[config.mk]
export PLATFORM = sky130hd
export DESIGN_NAME = keypad_row_scanner
export DESIGN_NICKNAME = d
export VERILOG_FILES = /design/src/rtl/keypad_pkg.sv /design/src/rtl/keypad_row_scanner_col_debouncer.sv /design/src/rtl/keypad_row_scanner.sv
export SDC_FILE = /design/constraint.sdc
export NUM_CORES = 1
export LEC_CHECK = 0
export CAP_MARGIN = 30
export CORE_ASPECT_RATIO = 1.25
export CORE_UTILIZATION = 51
export DETAILED_ROUTE_END_ITERATION = 6
export GPL_ROUTABILITY_DRIVEN = 0
export PLACE_DENSITY = 0.77
export REMOVE_ABC_BUFFERS = 1
export SLEW_MARGIN = 30
export SYNTH_ARGS = -nofsm -noshare
export SYNTH_HDL_FRONTEND = slang
export SYNTH_SLANG_ARGS = --single-unit
[constraint.sdc]
create_clock -name clk -period 1.63 [get_ports clk]
set_input_delay 0.2445 -clock clk [delete_from_list [all_inputs] [get_ports clk]]
set_output_delay 0.2445 -clock clk [all_outputs]
set_load 0.01 [all_outputs]
[src/rtl/keypad_pkg.sv]
// Shared keypad definitions: key map, row index type and small decode helpers.
// Used by the row scanner, the press FSM and the display logic.
package keypad_pkg;

    localparam int ROW_COUNT = 4;
    localparam int COL_COUNT = 4;

    typedef logic [1:0] row_idx_t;

    // Hex code of the key at [row][column index]
    localparam logic [3:0] KEYMAP [ROW_COUNT][COL_COUNT] = '{
        '{4'h1, 4'h2, 4'h3, 4'hA},
        '{4'h4, 4'h5, 4'h6, 4'hB},
        '{4'h7, 4'h8, 4'h9, 4'hC},
        '{4'hE, 4'h0, 4'hF, 4'hD}
    };

    // Active-low one-hot row drive pattern for a row index
    function automatic logic [3:0] row_drive(input row_idx_t idx);
        return ~(4'b0001 << idx);
    endfunction

    // True when exactly one column bit is set
    function automatic logic col_onehot(input logic [3:0] c);
        return (c != 4'b0000) && ((c & (c - 4'b0001)) == 4'b0000);
    endfunction

    // Index of the set bit of a one-hot column pattern
    function automatic logic [1:0] col_index(input logic [3:0] c);
        logic [1:0] idx;
        case (c)
            4'b0001: idx = 2'd0;
            4'b0010: idx = 2'd1;
            4'b0100: idx = 2'd2;
            4'b1000: idx = 2'd3;
            default: idx = 2'd0;
        endcase
        return idx;
    endfunction

endpackage

[src/rtl/keypad_row_scanner_col_debouncer.sv]
// Column conditioning: two-flop synchroniser on the inverted raw columns,
// followed by a candidate/counter debouncer. clear restarts qualification
// (used when the scanner moves to a new row).
module col_debouncer #(
    parameter int DB_CYCLES = 1024
) (
    input  logic       clk,
    input  logic       reset,
    input  logic       clear,
    input  logic [3:0] col_n,
    output logic [3:0] col
);

    localparam int DB_W = (DB_CYCLES > 1) ? $clog2(DB_CYCLES) : 1;
    localparam logic [DB_W-1:0] DB_MAX = DB_W'(DB_CYCLES - 1);

    logic [3:0]      r_sync1;
    logic [3:0]      r_sync2;
    logic [3:0]      r_cand;
    logic [DB_W-1:0] r_db_cnt;
    logic [3:0]      r_col;

    assign col = r_col;

    // Two-flop synchroniser, converting to active-high on the way in
    always_ff @(posedge clk or negedge reset) begin
        if (!reset) begin
            r_sync1 <= 4'b0000;
            r_sync2 <= 4'b0000;
        end else begin
            r_sync1 <= ~col_n;
            r_sync2 <= r_sync1;
        end
    end

    // Candidate tracking: any change restarts the count, a full stable run publishes it
    always_ff @(posedge clk or negedge reset) begin
        if (!reset) begin
            r_cand   <= 4'b0000;
            r_db_cnt <= '0;
            r_col    <= 4'b0000;
        end else if (clear) begin
            r_cand   <= 4'b0000;
            r_db_cnt <= '0;
            r_col    <= 4'b0000;
        end else if (r_sync2 != r_cand) begin
            r_cand   <= r_sync2;
            r_db_cnt <= '0;
        end else if (r_db_cnt == DB_MAX) begin
            r_col    <= r_cand;
        end else begin
            r_db_cnt <= r_db_cnt + DB_W'(1);
        end
    end

endmodule

[src/rtl/keypad_row_scanner.sv]
// 4x4 keypad row scanner: walks an active-low row strobe, debounces the
// columns of the driven row and decodes the pressed key. enRow from the
// press FSM freezes the scan while a key is held.
module keypad_row_scanner
    import keypad_pkg::*;
#(
    parameter int SCAN_DIV  = 1024,
    parameter int DB_CYCLES = 1024
) (
    input  logic       clk,
    input  logic       reset,
    input  logic       enRow,
    input  logic [3:0] col_n,
    output logic [3:0] row_n,
    output logic [3:0] col,
    output logic [3:0] key,
    output logic       key_valid
);

    localparam int SC_W = (SCAN_DIV > 1) ? $clog2(SCAN_DIV) : 1;
    localparam logic [SC_W-1:0] SC_MAX = SC_W'(SCAN_DIV - 1);

    logic [SC_W-1:0] r_scan_cnt;
    row_idx_t        r_row_idx;
    logic [3:0]      r_row_n;
    logic [3:0]      r_key;
    logic            r_key_valid;
    logic            w_advance;
    logic [3:0]      w_col;

    // Advance is decided from enRow as sampled on this edge
    assign w_advance = enRow && (r_scan_cnt == SC_MAX);

    assign row_n     = r_row_n;
    assign col       = w_col;
    assign key       = r_key;
    assign key_valid = r_key_valid;

    col_debouncer #(
        .DB_CYCLES (DB_CYCLES)
    ) u_col_debouncer (
        .clk   (clk),
        .reset (reset),
        .clear (w_advance),
        .col_n (col_n),
        .col   (w_col)
    );

    // Row timer and row drive; the drive register tracks the row index on every advance
    always_ff @(posedge clk or negedge reset) begin
        if (!reset) begin
            r_scan_cnt <= '0;
            r_row_idx  <= 2'd0;
            r_row_n    <= 4'b1110;
        end else if (w_advance) begin
            r_scan_cnt <= '0;
            r_row_idx  <= r_row_idx + 2'd1;
            r_row_n    <= row_drive(row_idx_t'(r_row_idx + 2'd1));
        end else if (enRow) begin
            r_scan_cnt <= r_scan_cnt + SC_W'(1);
        end else begin
            r_scan_cnt <= '0;
        end
    end

    // Key decode one cycle behind col; an ambiguous or empty pattern keeps the last key
    always_ff @(posedge clk or negedge reset) begin
        if (!reset) begin
            r_key       <= 4'h0;
            r_key_valid <= 1'b0;
        end else if (col_onehot(w_col)) begin
            r_key       <= KEYMAP[r_row_idx][col_index(w_col)];
            r_key_valid <= 1'b1;
        end else begin
            r_key_valid <= 1'b0;
        end
    end

endmodule

* Word-level counts from Yosys, hierarchy flattened
Cells that the tools add are included.
** Word-level totals
- Memories :: 0
- Bits in latches :: 0
- Flip-flop bits (word level) :: 47
- Word-level logic and storage cells :: 56
- Output and inout port bits :: 13
- Memory bits (writable) :: 0
- Memory bits (read-only) :: 0
** Cells by class
- Bitwise operators :: 5
- Order comparisons :: 2
- Multiply operators :: 0
- Shifts and indexed selects :: 1
- Reduce and logical (&&, ||, !) cells :: 7
- Muxes and demuxes :: 19
- Div/mod/pow operators :: 0
- Eq/ne operators :: 8
- $add $sub $neg :: 4
** Operators with widths (count)
- $mux 10 :: 5
- $bmux 16 s2 :: 1
- $mux 16 :: 2
- $mux 4 :: 7
- $add 10x1->10 const B :: 2
- $eq 10x10->1 const B :: 2
- $bmux 4 s2 :: 1
- $not 4->4 :: 2
- $ge 3x3->1 const B :: 2
- $not 2->3 :: 2
- $pmux 2 s3 :: 1
- $and 4x4->4 :: 1
- $eq 4x2->1 const B :: 1
- $eq 4x3->1 const B :: 1
- $eq 4x4->1 const B :: 1
- $logic_not 4->1 :: 1
- $ne 4x4->1 :: 1
- $reduce_bool 2->1 :: 2
- $reduce_bool 4->1 :: 1
- $shl 1x2->4 const A :: 1
- $sub 4x1->4 const B :: 1
- $ne 3x1->1 const B :: 1
- $add 2x1->2 const B :: 1
- $logic_and 1x1->1 :: 2
- other kinds (4) :: 4

* Longest topological paths before layout
Gate-level depths: netlist (run 1).
- Word-level depth :: 9
- Mapped depth :: 6
- Depth with buffers taken out :: 6

* Modules after synthesis
Synthesis (run 1) repeated with hierarchy kept, for this count alone.
** Second synthesis, totals
- Cell total of the unflattened synthesis :: 216
- Area, all modules :: 2321.0 sq um
** Modules (own cells, without submodules)
- keypad_row_scanner :: times used 1, area each 1226.2 sq um, sequential area each 529.3 sq um, cells each 117
- col_debouncer :: times used 1, area each 1094.8 sq um, sequential area each 650.6 sq um, cells each 99

* Least setup slack after synthesis (run 1)
Ideal clock, no wire load.
- Path kind :: flip-flop to flip-flop
- Start :: register r_scan_cnt[0]
- End :: register u_col_debouncer.r_cand[1]
- Path buffers :: 1
- Data required time :: 1.511 ns
- Library setup time :: 0.119 ns
- Arrival :: 1.473 ns
- Path slack :: 0.038 ns
- Cell stages (with the launch flop) :: 6
- Path through :: dfrtp_1 -> ha_1 -> nand4_1 -> or3_4 -> buf_6 -> and2_1
** On the way
- Word-level cells in the longest chain between the ends :: 3
** Ends and longest elaborated chain
- start: declaration :: line keypad_row_scanner.sv:23 : logic [SC_W-1:0] r_scan_cnt;
- start signal: assignment :: line keypad_row_scanner.sv:60 : r_scan_cnt <= r_scan_cnt + SC_W'(1);
- $eq 10x10->1 (*) :: line keypad_row_scanner.sv:32 : assign w_advance = enRow && (r_scan_cnt == SC_MAX);
- $logic_and 1x1->1 (*) :: line keypad_row_scanner.sv:32
- $mux 4 or $reduce_bool 2->1 (tied branches)
- end signal: assignment :: line keypad_row_scanner_col_debouncer.sv:47 : r_cand <= r_sync2;
- end: declaration :: line keypad_row_scanner_col_debouncer.sv:19 : logic [3:0] r_cand;
Mark *: on every way between the ends. The rest lies on a longest branch, timed or not.
A chain may end at the register's enable or synchronous reset.

* Final worst setup path (run 1)
- Start :: register u_col_debouncer.r_col[0] (netlist: u_col_debouncer.col[0])
- End :: output port col[0]
** RTL lines
- start: declaration :: line keypad_row_scanner_col_debouncer.sv:21 : logic [3:0] r_col;
- start signal: assignment :: line keypad_row_scanner_col_debouncer.sv:50 : r_col <= r_cand;
- end: declaration :: line keypad_row_scanner.sv:15 : output logic [3:0] col,
No word-level cell between the ends.

==> results of run 1 <==
-- cells by family after synthesis --
group	after synthesis	synth area share
buf+inv	20	0.0444
simple gates	83	0.206
mux	1	0.00433
compound gates	43	0.120
xor+xnor	16	0.0606
fa+ha+maj	10	0.0541
flops	47	0.511
-- worst max path at each step --
stage               slack (ps)                     endpoint                    from
floorplan                   20                       key[1]  u_col_debouncer.col[0]
global route                20                       col[1]  u_col_debouncer.col[1]
detailed placement         -30  u_col_debouncer.r_db_cnt[8]                   enRow
finish                      60                       col[0]  u_col_debouncer.col[0]
global placement            10  u_col_debouncer.r_db_cnt[7]                   enRow
CTS                         10                     row_n[1]                row_n[1]
-- stage by stage --
step	std cells	hold WS (ps)	util	worst slack, ps
CTS	329	358	0.657	14.7
finish	330	354	0.664	61.1
floorplan	212	-51.1	-	19.2
detailed placement	316	243	0.621	-29.2
global route	330	376	0.664	23.1
global placement	316	242	0.621	9.60
-- layout make-up --
class / instances / area, sq um / area share
sequential: 47 / 1180 / 0.406
multi-input combinational: 153 / 1040 / 0.358
timing repair buffer: 52 / 453 / 0.155
tap: 58 / 72.6 / 0.0249
clock buffer: 5 / 68.8 / 0.0236
clock inverter: 3 / 47.5 / 0.0163
inverter: 12 / 45.0 / 0.0154
-- state kept, by name (all words and copies together), names as in the netlist --
register / cells
r_scan_cnt: 10
u_col_debouncer.r_db_cnt: 10
key: 4
row_n: 4
u_col_debouncer.col: 4
u_col_debouncer.r_cand: 4
u_col_debouncer.r_sync1: 4
u_col_debouncer.r_sync2: 4
r_row_idx: 2
key_valid: 1
-- layout by cell type, fill, tap and decap left out, types with 3 or more instances in the layout --
cell / n
dfrtp_1: 40
buf_4: 31
nor2_1: 16
xnor2_1: 15
a21oi_1: 13
clkdlybuf4s50_1: 13
nand2_1: 12
inv_1: 11
nand3_1: 11
ha_1: 10
o21ai_0: 9
and3_1: 6
or3_1: 5
and2_1: 5
nor3_1: 5
o21ai_1: 5
clkbuf_8: 5
nand4_1: 4
dfrtp_2: 4
nor3_2: 3
dlymetal6s2s_1: 3
dfstp_2: 3
-- critical path: stages, from the launching register on --
cell and delay, ps:
dfrtp_2 410, buf_4 140, clkdlybuf4s50_1 470
-- routing by layer --
| layer | vias to the layer above | wire length, microns | global-route usage |
|---|---|---|---|
| met5 | - | 0 | 0 |
| met4 | 0 | 63 | 0.0791 |
| met3 | 7 | 94 | 0.0446 |
| met2 | 21 | 2240 | 0.358 |
| met1 | 845 | 1830 | 0.223 |
| li1 | 873 | - | - |
-- power groups by stage --
stage | Sequential, mW | Combinational [mW] | Clock, mW
after floorplan | 1.22 | 0.0367 | 0
after global placement | 1.22 | 0.0964 | 0
after detailed placement | 1.23 | 0.0999 | 0
after CTS | 1.20 | 0.102 | 0.896
after global routing | 1.21 | 0.121 | 0.934
final | 1.20 | 0.104 | 0.875
-- timing repair --
action                                  4_1_cts  5_1_grt
gates resized for setup                       6        6
gates cloned                                  0        0
hold buffers                                  1        0
endpoints found under the hold margin        44        0
endpoints found under the setup margin        5       22
buffers inserted                              4        1
==> flow_summary.yaml, run 1 <==
timing:
  setup_viol: 0
  worst_pin_slew_ps: 305
  fin_crit_ps: 1570
  rsz0062_at_grt: "false"
  fin_crit_sh: 0.963
  hold_viol: 0
  fmax_mhz: 637
  finalSetupTns_ps: 0
  relSlewSlack: 0.794
  fin_skew_ps: 11.0
  finalMaxSlewViolations: 0
layout:
  fin_area_sq_um: 2920
  synthToLayoutAreaGrowth_pct: 26.2
  final.fill_count: 350
  n_antenna_cell: 0
  drive_above_1_share: 0.228
  num-nets-final: 288
clock_tree:
  worstSkewPairLatency_ps: 300
  path_clk_slew_ps: 90
  cts_tree: "done"
  clockBufferDepth: 2
  cts_num_sinks: 47
  cts_buffers: 5
  cts-root-buf: "clkbuf_8"
  h-tree-depth: 2
logic_synthesis:
  synth.most_common_cell: "dfrtp_1"
  synth_commonest_cells: "dfrtp_1, nor2_1, xnor2_1, a21oi_1, nand2_1"
  synth-main-ff-cell: "dfrtp_1"
  synth.top_cell.area_share: 0.476
  ys_ff_latch: 47
  synth_cell_types: 50
  yosys_warnings: 0
  synth_edf_count: 0
  yosysTopAreaCell: "dfrtp_1"
  ys_top_cells_by_area: "dfrtp_1, xnor2_1, ha_1"
  yosysSeqAreaShare: 0.511
  synth_area_sq_um: 2310
  async_reset_ff_frac: 1.00
  postSynthAreaPerCell_sq_um: 10.5
  syn_inst: 220
floorplanning:
  coreArea_sq_um: 4390
  dieArea_sq_um: 4810
  die_x_microns: 62.2
  rows: 27
  die_h_microns: 77.3
  start_util: 0.526
  ios: 20
setup_path:
  critical_path_class: "reg -> out"
  r2r-start: "u_col_debouncer.col[3]"
  rr_worst_depth: 5
  cp.required_ps: 1390
  cp-end-kind: "primary output"
  timing.rr.end: "key[1]"
  worst-path-max-fanout: 5
  start_kind: "flip-flop"
  crit_arrival_ps: 1320
  r2r_setup_slack_ps: 90
min_path:
  hold_start: "u_col_debouncer.r_sync1[2]"
  hp-class: "reg -> reg"
  hold_end: "u_col_debouncer.r_sync2[2]"
  hold_depth: 0
grt:
  track_usage: 0.198
  grt_pass1_vias: 1725
  grt_antenna_before_repair: 0
  gr-total-overflow: 0
  grt_pass1_wl_microns: 7530
  grt_max_degree: 48
detailed_routing:
  num_vias: 1746
  ant_nets: 0
  drcViolationCount: 0
  drt_iter0_markers: 97
  drt_wl_total_microns: 4230
  wire_per_inst_microns: 12.8
  vias_per_cell: 5.29
  first_pass_iters: 4
flow_run:
  cap_violations: 0
run_status:
  outcome: "complete, no violations"
pwr:
  internal_power_mw: 1.70
  p_switching_mw: 0.480
  cellLeakagePower_nw: 1.27
  combPwrFrac: 0.048
  pwr-share-seq: 0.551
  swShare: 0.220
  p_per_area_nw_per_um2: 748
  ir_drop_uv: 575
  power.total_mw: 2.18
  clockPowerShare: 0.401
place:
  portBuffers: 19
  hpwlAfterDp_microns: 3050
  postPlaceCellArea_sq_um: 2730
Power figures use the tool's default switching activity.
==> run 2: changes to the inputs <==
--- a/config.mk
+++ b/config.mk
@@ -15,4 +15,5 @@
 export SLEW_MARGIN = 30
 export SYNTH_ARGS = -nofsm -noshare
 export SYNTH_HDL_FRONTEND = slang
+export SYNTH_HIERARCHICAL = 1
 export SYNTH_SLANG_ARGS = --single-unit
==> flow_summary.yaml, run 2 <==
detailed_routing:
  first_pass_iters: 4
  vias_per_cell: 5.39
  drt_iter0_markers: 107
  num_vias: 1730
  wire_per_inst_microns: 13.3
  ant_nets: 0
  drt_wl_total_microns: 4280
  drcViolationCount: 0
logic_synthesis:
  postSynthAreaPerCell_sq_um: 10.7
  yosys_warnings: 6
  synth_cell_types: 47
  ys_top_cells_by_area: "dfrtp_1, ha_1, xnor2_1"
  synth_commonest_cells: "dfrtp_1, nand2_1, inv_1, nor2_1, xnor2_1"
  yosysSeqAreaShare: 0.508
  synth_edf_count: 0
  yosysTopAreaCell: "dfrtp_1"
  syn_inst: 216
  async_reset_ff_frac: 1.00
  synth.top_cell.area_share: 0.474
  synth_area_sq_um: 2320
  synth-main-ff-cell: "dfrtp_1"
  synth.most_common_cell: "dfrtp_1"
  ys_ff_latch: 47
layout:
  finalNonFillerCells: 321
  fin_area_sq_um: 2890
  num-nets-final: 279
  n_antenna_cell: 0
  final.fill_count: 369
  synthToLayoutAreaGrowth_pct: 24.7
  fin_util: 0.659
  biggestRegsByFlops: "r_scan_cnt x10, u_col_debouncer/r_db_cnt x10"
  layout_commonest_cell: "dfrtp_1"
  most-common-layout-cells: "dfrtp_1, buf_4, nand2_1, clkdlybuf4s50_1"
  drive_above_1_share: 0.205
grt:
  grt_pass1_vias: 1676
  grt_antenna_before_repair: 0
  grt_pass1_wl_microns: 7330
  grt_max_degree: 48
  track_usage: 0.193
  gr-total-overflow: 0
floorplanning:
  die_x_microns: 62.3
  dieArea_sq_um: 4830
  ios: 20
  start_util: 0.528
  coreArea_sq_um: 4390
  rows: 27
  die_h_microns: 77.4
timing:
  fin_crit_ps: 1610
  finalMaxSlewViolations: 0
  fin_crit_sh: 0.986
  fin_skew_ps: 10.9
  finalSetupTns_ps: 0
  hold_viol: 0
  rsz0062_at_grt: "true"
  fmax_mhz: 622
  relSlewSlack: 0.749
  setup_viol: 0
  worst_pin_slew_ps: 376
min_path:
  hold_depth: 0
  hp-class: "reg -> reg"
  hold_start: "u_col_debouncer/r_sync1[1]"
  hold_end: "u_col_debouncer/r_sync2[1]"
pwr:
  p_per_area_nw_per_um2: 705
  ir_drop_uv: 595
  power.total_mw: 2.04
  cellLeakagePower_nw: 1.33
setup_path:
  crit_arrival_ps: 1830
  max_stage_delay_ps: 420
  worst-path-max-fanout: 5
  r2r_setup_slack_ps: 20
  crit_family: "simple AND/OR/NAND/NOR gates"
  worstPathCellList: "ha_2 > nand3_2 > or3_4 > a311o_1 > a21oi_1"
  critical_path_class: "reg -> reg"
  r2r-start: "u_col_debouncer/r_db_cnt[1]"
  cp-end-kind: "flip-flop"
  cp.required_ps: 1860
  start_kind: "flip-flop"
  timing.rr.end: "u_col_debouncer/r_db_cnt[4]"
  cp_num_buf_inv: 0
  rr_worst_depth: 5
  slowest_stage: "or3_4"
clock_tree:
  path_clk_slew_ps: 90
  clockBufferDepth: 2
  cts_buffers: 5
  cts-root-buf: "clkbuf_8"
  cts_tree: "done"
  cts_num_sinks: 47
  h-tree-depth: 2
  worstSkewPairLatency_ps: 290
flow_run:
  cap_violations: 0
place:
  portBuffers: 19
  postPlaceCellArea_sq_um: 2700
  hpwlAfterDp_microns: 2950
  dp.cells: 306
run_status:
  outcome: "complete, no violations"
==> run 2: cell count changes after synthesis, moves of 5 or more <==
cell and change:
nor2b_1 +5, nand2b_1 +9, a21oi_1 -6, mux2i_1 +5, nand3_1 -6
==> run 2: worst max-delay path by stage <==
stage | start | to | cells past startpoint | slack [ps]
after floorplan | r_scan_cnt[0] | u_col_debouncer/r_db_cnt[6] | 6 | -310
after global placement | u_col_debouncer/r_db_cnt[1] | u_col_debouncer/r_db_cnt[4] | 5 | 0.6
after detailed placement | u_col_debouncer/r_db_cnt[1] | u_col_debouncer/col[1] | 5 | -70
after CTS | r_scan_cnt[0] | u_col_debouncer/r_db_cnt[4] | 7 | 20
after global routing | u_col_debouncer/r_db_cnt[1] | u_col_debouncer/r_db_cnt[4] | 5 | -80
final | u_col_debouncer/r_db_cnt[1] | u_col_debouncer/r_db_cnt[4] | 5 | 20
==> run 2: what timing repair did <==
item,in CTS,in global routing
endpoints found under the setup margin,12,11
pin swaps,4,1
gates resized for setup,9,5
buffers inserted,3,3
endpoints found under the hold margin,44,0
hold buffers,1,0
==> run 2: worst reg2reg max path: stages (launching register included) <==
cell and delay, ps:
dfrtp_1 400, ha_2 200, nand3_2 90, or3_4 420, a311o_1 330, a21oi_1 110
==> run 2: layout make-up <==
| class | count | area, sq um | area share |
|---|---|---|---|
| multi-input combinational | 149 | 1070 | 0.370 |
| clock buffer | 8 | 100 | 0.0346 |
| sequential | 47 | 1180 | 0.409 |
| inverter | 12 | 45.0 | 0.0156 |
| tap | 58 | 72.6 | 0.0251 |
| timing repair buffer | 47 | 420 | 0.145 |
==> run 2: layer usage <==
layer,GRT usage,up-vias,wire [microns]
li1,-,845,-
met1,0.215,844,1830
met2,0.357,35,2270
met3,0.0309,6,123
met4,0.0907,0,62
met5,0,-,0
==> run 2: through the flow <==
stage | hold slack (ps) | setup slack (ps)
finish | 355 | 22.7
global route | 360 | -75.6
detailed placement | 245 | -69.0
CTS | 358 | 15.6
floorplan | -51.1 | -313
global placement | 245 | 0.554
==> run 2: kinds of logic after synthesis <==
| logic type | synth area share |
|---|---|
| flops | 0.508 |
| xor+xnor | 0.0566 |
| fa+ha+maj | 0.0539 |
| buf+inv | 0.0388 |
| simple gates | 0.212 |
| mux | 0.0307 |
| compound gates | 0.0997 |
==> run 2: where the power goes <==
group,internal (mW),total [mW],switching (mW)
Sequential,1.19,1.20,0.0140
Clock,0.387,0.741,0.354
Combinational,0.0488,0.0975,0.0487
==> run 3: changes to the inputs <==
--- a/config.mk
+++ b/config.mk
@@ -5,6 +5,7 @@
 export SDC_FILE = /design/constraint.sdc
 export NUM_CORES = 1
 export LEC_CHECK = 0
+export ABC_AREA = 0
 export CAP_MARGIN = 30
 export CORE_ASPECT_RATIO = 1.25
 export CORE_UTILIZATION = 51
@@ -12,6 +13,7 @@
 export GPL_ROUTABILITY_DRIVEN = 0
 export PLACE_DENSITY = 0.77
 export REMOVE_ABC_BUFFERS = 1
+export SKIP_LAST_GASP = 1
 export SLEW_MARGIN = 30
 export SYNTH_ARGS = -nofsm -noshare
 export SYNTH_HDL_FRONTEND = slang
==> flow_summary.yaml, run 3 (synthesis results as in run 2) <==
clock_tree:
  path_clk_slew_ps: 90
  clockBufferDepth: 2
  cts_buffers: 5
  h-tree-depth: 2
  cts_tree: "done"
  cts_num_sinks: 47
  worstSkewPairLatency_ps: 290
  cts-root-buf: "clkbuf_8"
pwr:
  p_per_area_nw_per_um2: 699
  pwr-share-seq: 0.589
  ir_drop_uv: 595
  swShare: 0.204
  clockPowerShare: 0.363
  internal_power_mw: 1.62
  power.total_mw: 2.04
  p_switching_mw: 0.416
  combPwrFrac: 0.048
  cellLeakagePower_nw: 1.34
setup_path:
  cp.required_ps: 1860
  worst-path-max-fanout: 5
  rr_worst_depth: 5
  critical_path_class: "reg -> reg"
  crit_arrival_ps: 1840
  worstPathCellList: "ha_2 > nand3_2 > or3_4 > a311o_1 > a21oi_1"
  max_stage_delay_ps: 420
  start_kind: "flip-flop"
  cp-end-kind: "flip-flop"
  slowest_stage: "or3_4"
layout:
  biggestRegsByFlops: "r_scan_cnt x10, u_col_debouncer/r_db_cnt x10"
  drive_above_1_share: 0.214
  layout_commonest_cell: "dfrtp_1"
  most-common-layout-cells: "dfrtp_1, buf_4, nand2_1, clkdlybuf4s50_1"
  num-nets-final: 282
  n_antenna_cell: 0
  synthToLayoutAreaGrowth_pct: 25.7
floorplanning:
  coreArea_sq_um: 4390
  dieArea_sq_um: 4830
  die_x_microns: 62.3
  rows: 27
  ios: 20
  die_h_microns: 77.4
  start_util: 0.528
grt:
  grt_pass1_vias: 1676
  track_usage: 0.193
  gr-total-overflow: 0
  grt_antenna_before_repair: 0
  grt_max_degree: 48
  grt_pass1_wl_microns: 7330
detailed_routing:
  drcViolationCount: 0
  first_pass_iters: 4
  wire_per_inst_microns: 13.2
  ant_nets: 0
  drt_iter0_markers: 113
  vias_per_cell: 5.35
  num_vias: 1732
  drt_wl_total_microns: 4280
timing:
  relSlewSlack: 0.756
  finalMaxSlewViolations: 0
  hold_viol: 0
  whs_ps: 355
  fmax_mhz: 621
  fin_skew_ps: 11.2
  fin_crit_sh: 0.987
  rsz0062_at_grt: "true"
  setup_viol: 0
  worst_pin_slew_ps: 365
  fin_crit_ps: 1610
run_status:
  outcome: "complete, no violations"
min_path:
  hold_depth: 0
  hp-class: "reg -> reg"
place:
  hpwlAfterDp_microns: 2950
  portBuffers: 19
flow_run:
  cap_violations: 0
-- run 3: area by class of cell --
type                    instances  area (sq um)
fillers                       363          1470
flip-flops and latches         47          1180
multi-input cells             149          1070
repair buffers                 50           444
clock buffers                   8           100
well taps                      58          72.6
inverters                      12          45.0
-- run 3: worst paths after layout --
path	to	from	slack (ps)
setup / recovery	u_col_debouncer/r_db_cnt[4]	u_col_debouncer/r_db_cnt[1]	20
hold / removal	u_col_debouncer/r_sync2[1]	u_col_debouncer/r_sync1[1]	360
setup reg to reg	u_col_debouncer/r_db_cnt[4]	u_col_debouncer/r_db_cnt[1]	20
hold reg to reg	u_col_debouncer/r_sync2[1]	u_col_debouncer/r_sync1[1]	360
max in group asynchronous	row_n[2]	reset	910
min in group asynchronous	r_scan_cnt[8]	reset	460
-- run 3: power groups by stage --
stage	combinational [mW]	sequential [mW]	clock, mW
6_report	0.0974	1.20	0.741
5_1_grt	0.111	1.20	0.820
4_1_cts	0.100	1.20	0.768
3_5_place_dp	0.0928	1.23	0
3_3_place_gp	0.0905	1.22	0
2_1_floorplan	0.0330	1.22	0
-- run 3: metal layers --
metal	vias up	share of wire	global-route usage
met5	-	0	0
met4	0	0.018	0.0907
met3	8	0.032	0.0309
met2	38	0.53	0.357
met1	838	0.42	0.215
li1	848	-	-
-- run 3: repair_timing --
item,4_1_cts,5_1_grt
pin swaps,4,1
endpoints found under the setup margin,12,12
resized for setup,8,5
hold endpoints to repair,44,0
buffers inserted,3,6
hold buffers,1,0
-- run 3: stage by stage --
step	setup TNS (ps)	instance area [sq um]	cells	setup slack (ps)	util
3_5_place_dp	-344	2700	306	-69.0	0.616
4_1_cts	-53.1	2860	318	-53.1	0.650
2_1_floorplan	-2740	2280	208	-313	-
3_3_place_gp	0	2700	306	0.554	0.616
5_1_grt	-274	2920	324	-75.6	0.664
6_report	0	2920	324	20.8	0.664
-- run 3: worst max-delay path, delay by kind of cell (launching register included) --
family          cells  cell delay [ps]
simple gates        2              510
compound gates      2              440
flops               1              400
fa+ha+maj           1              200
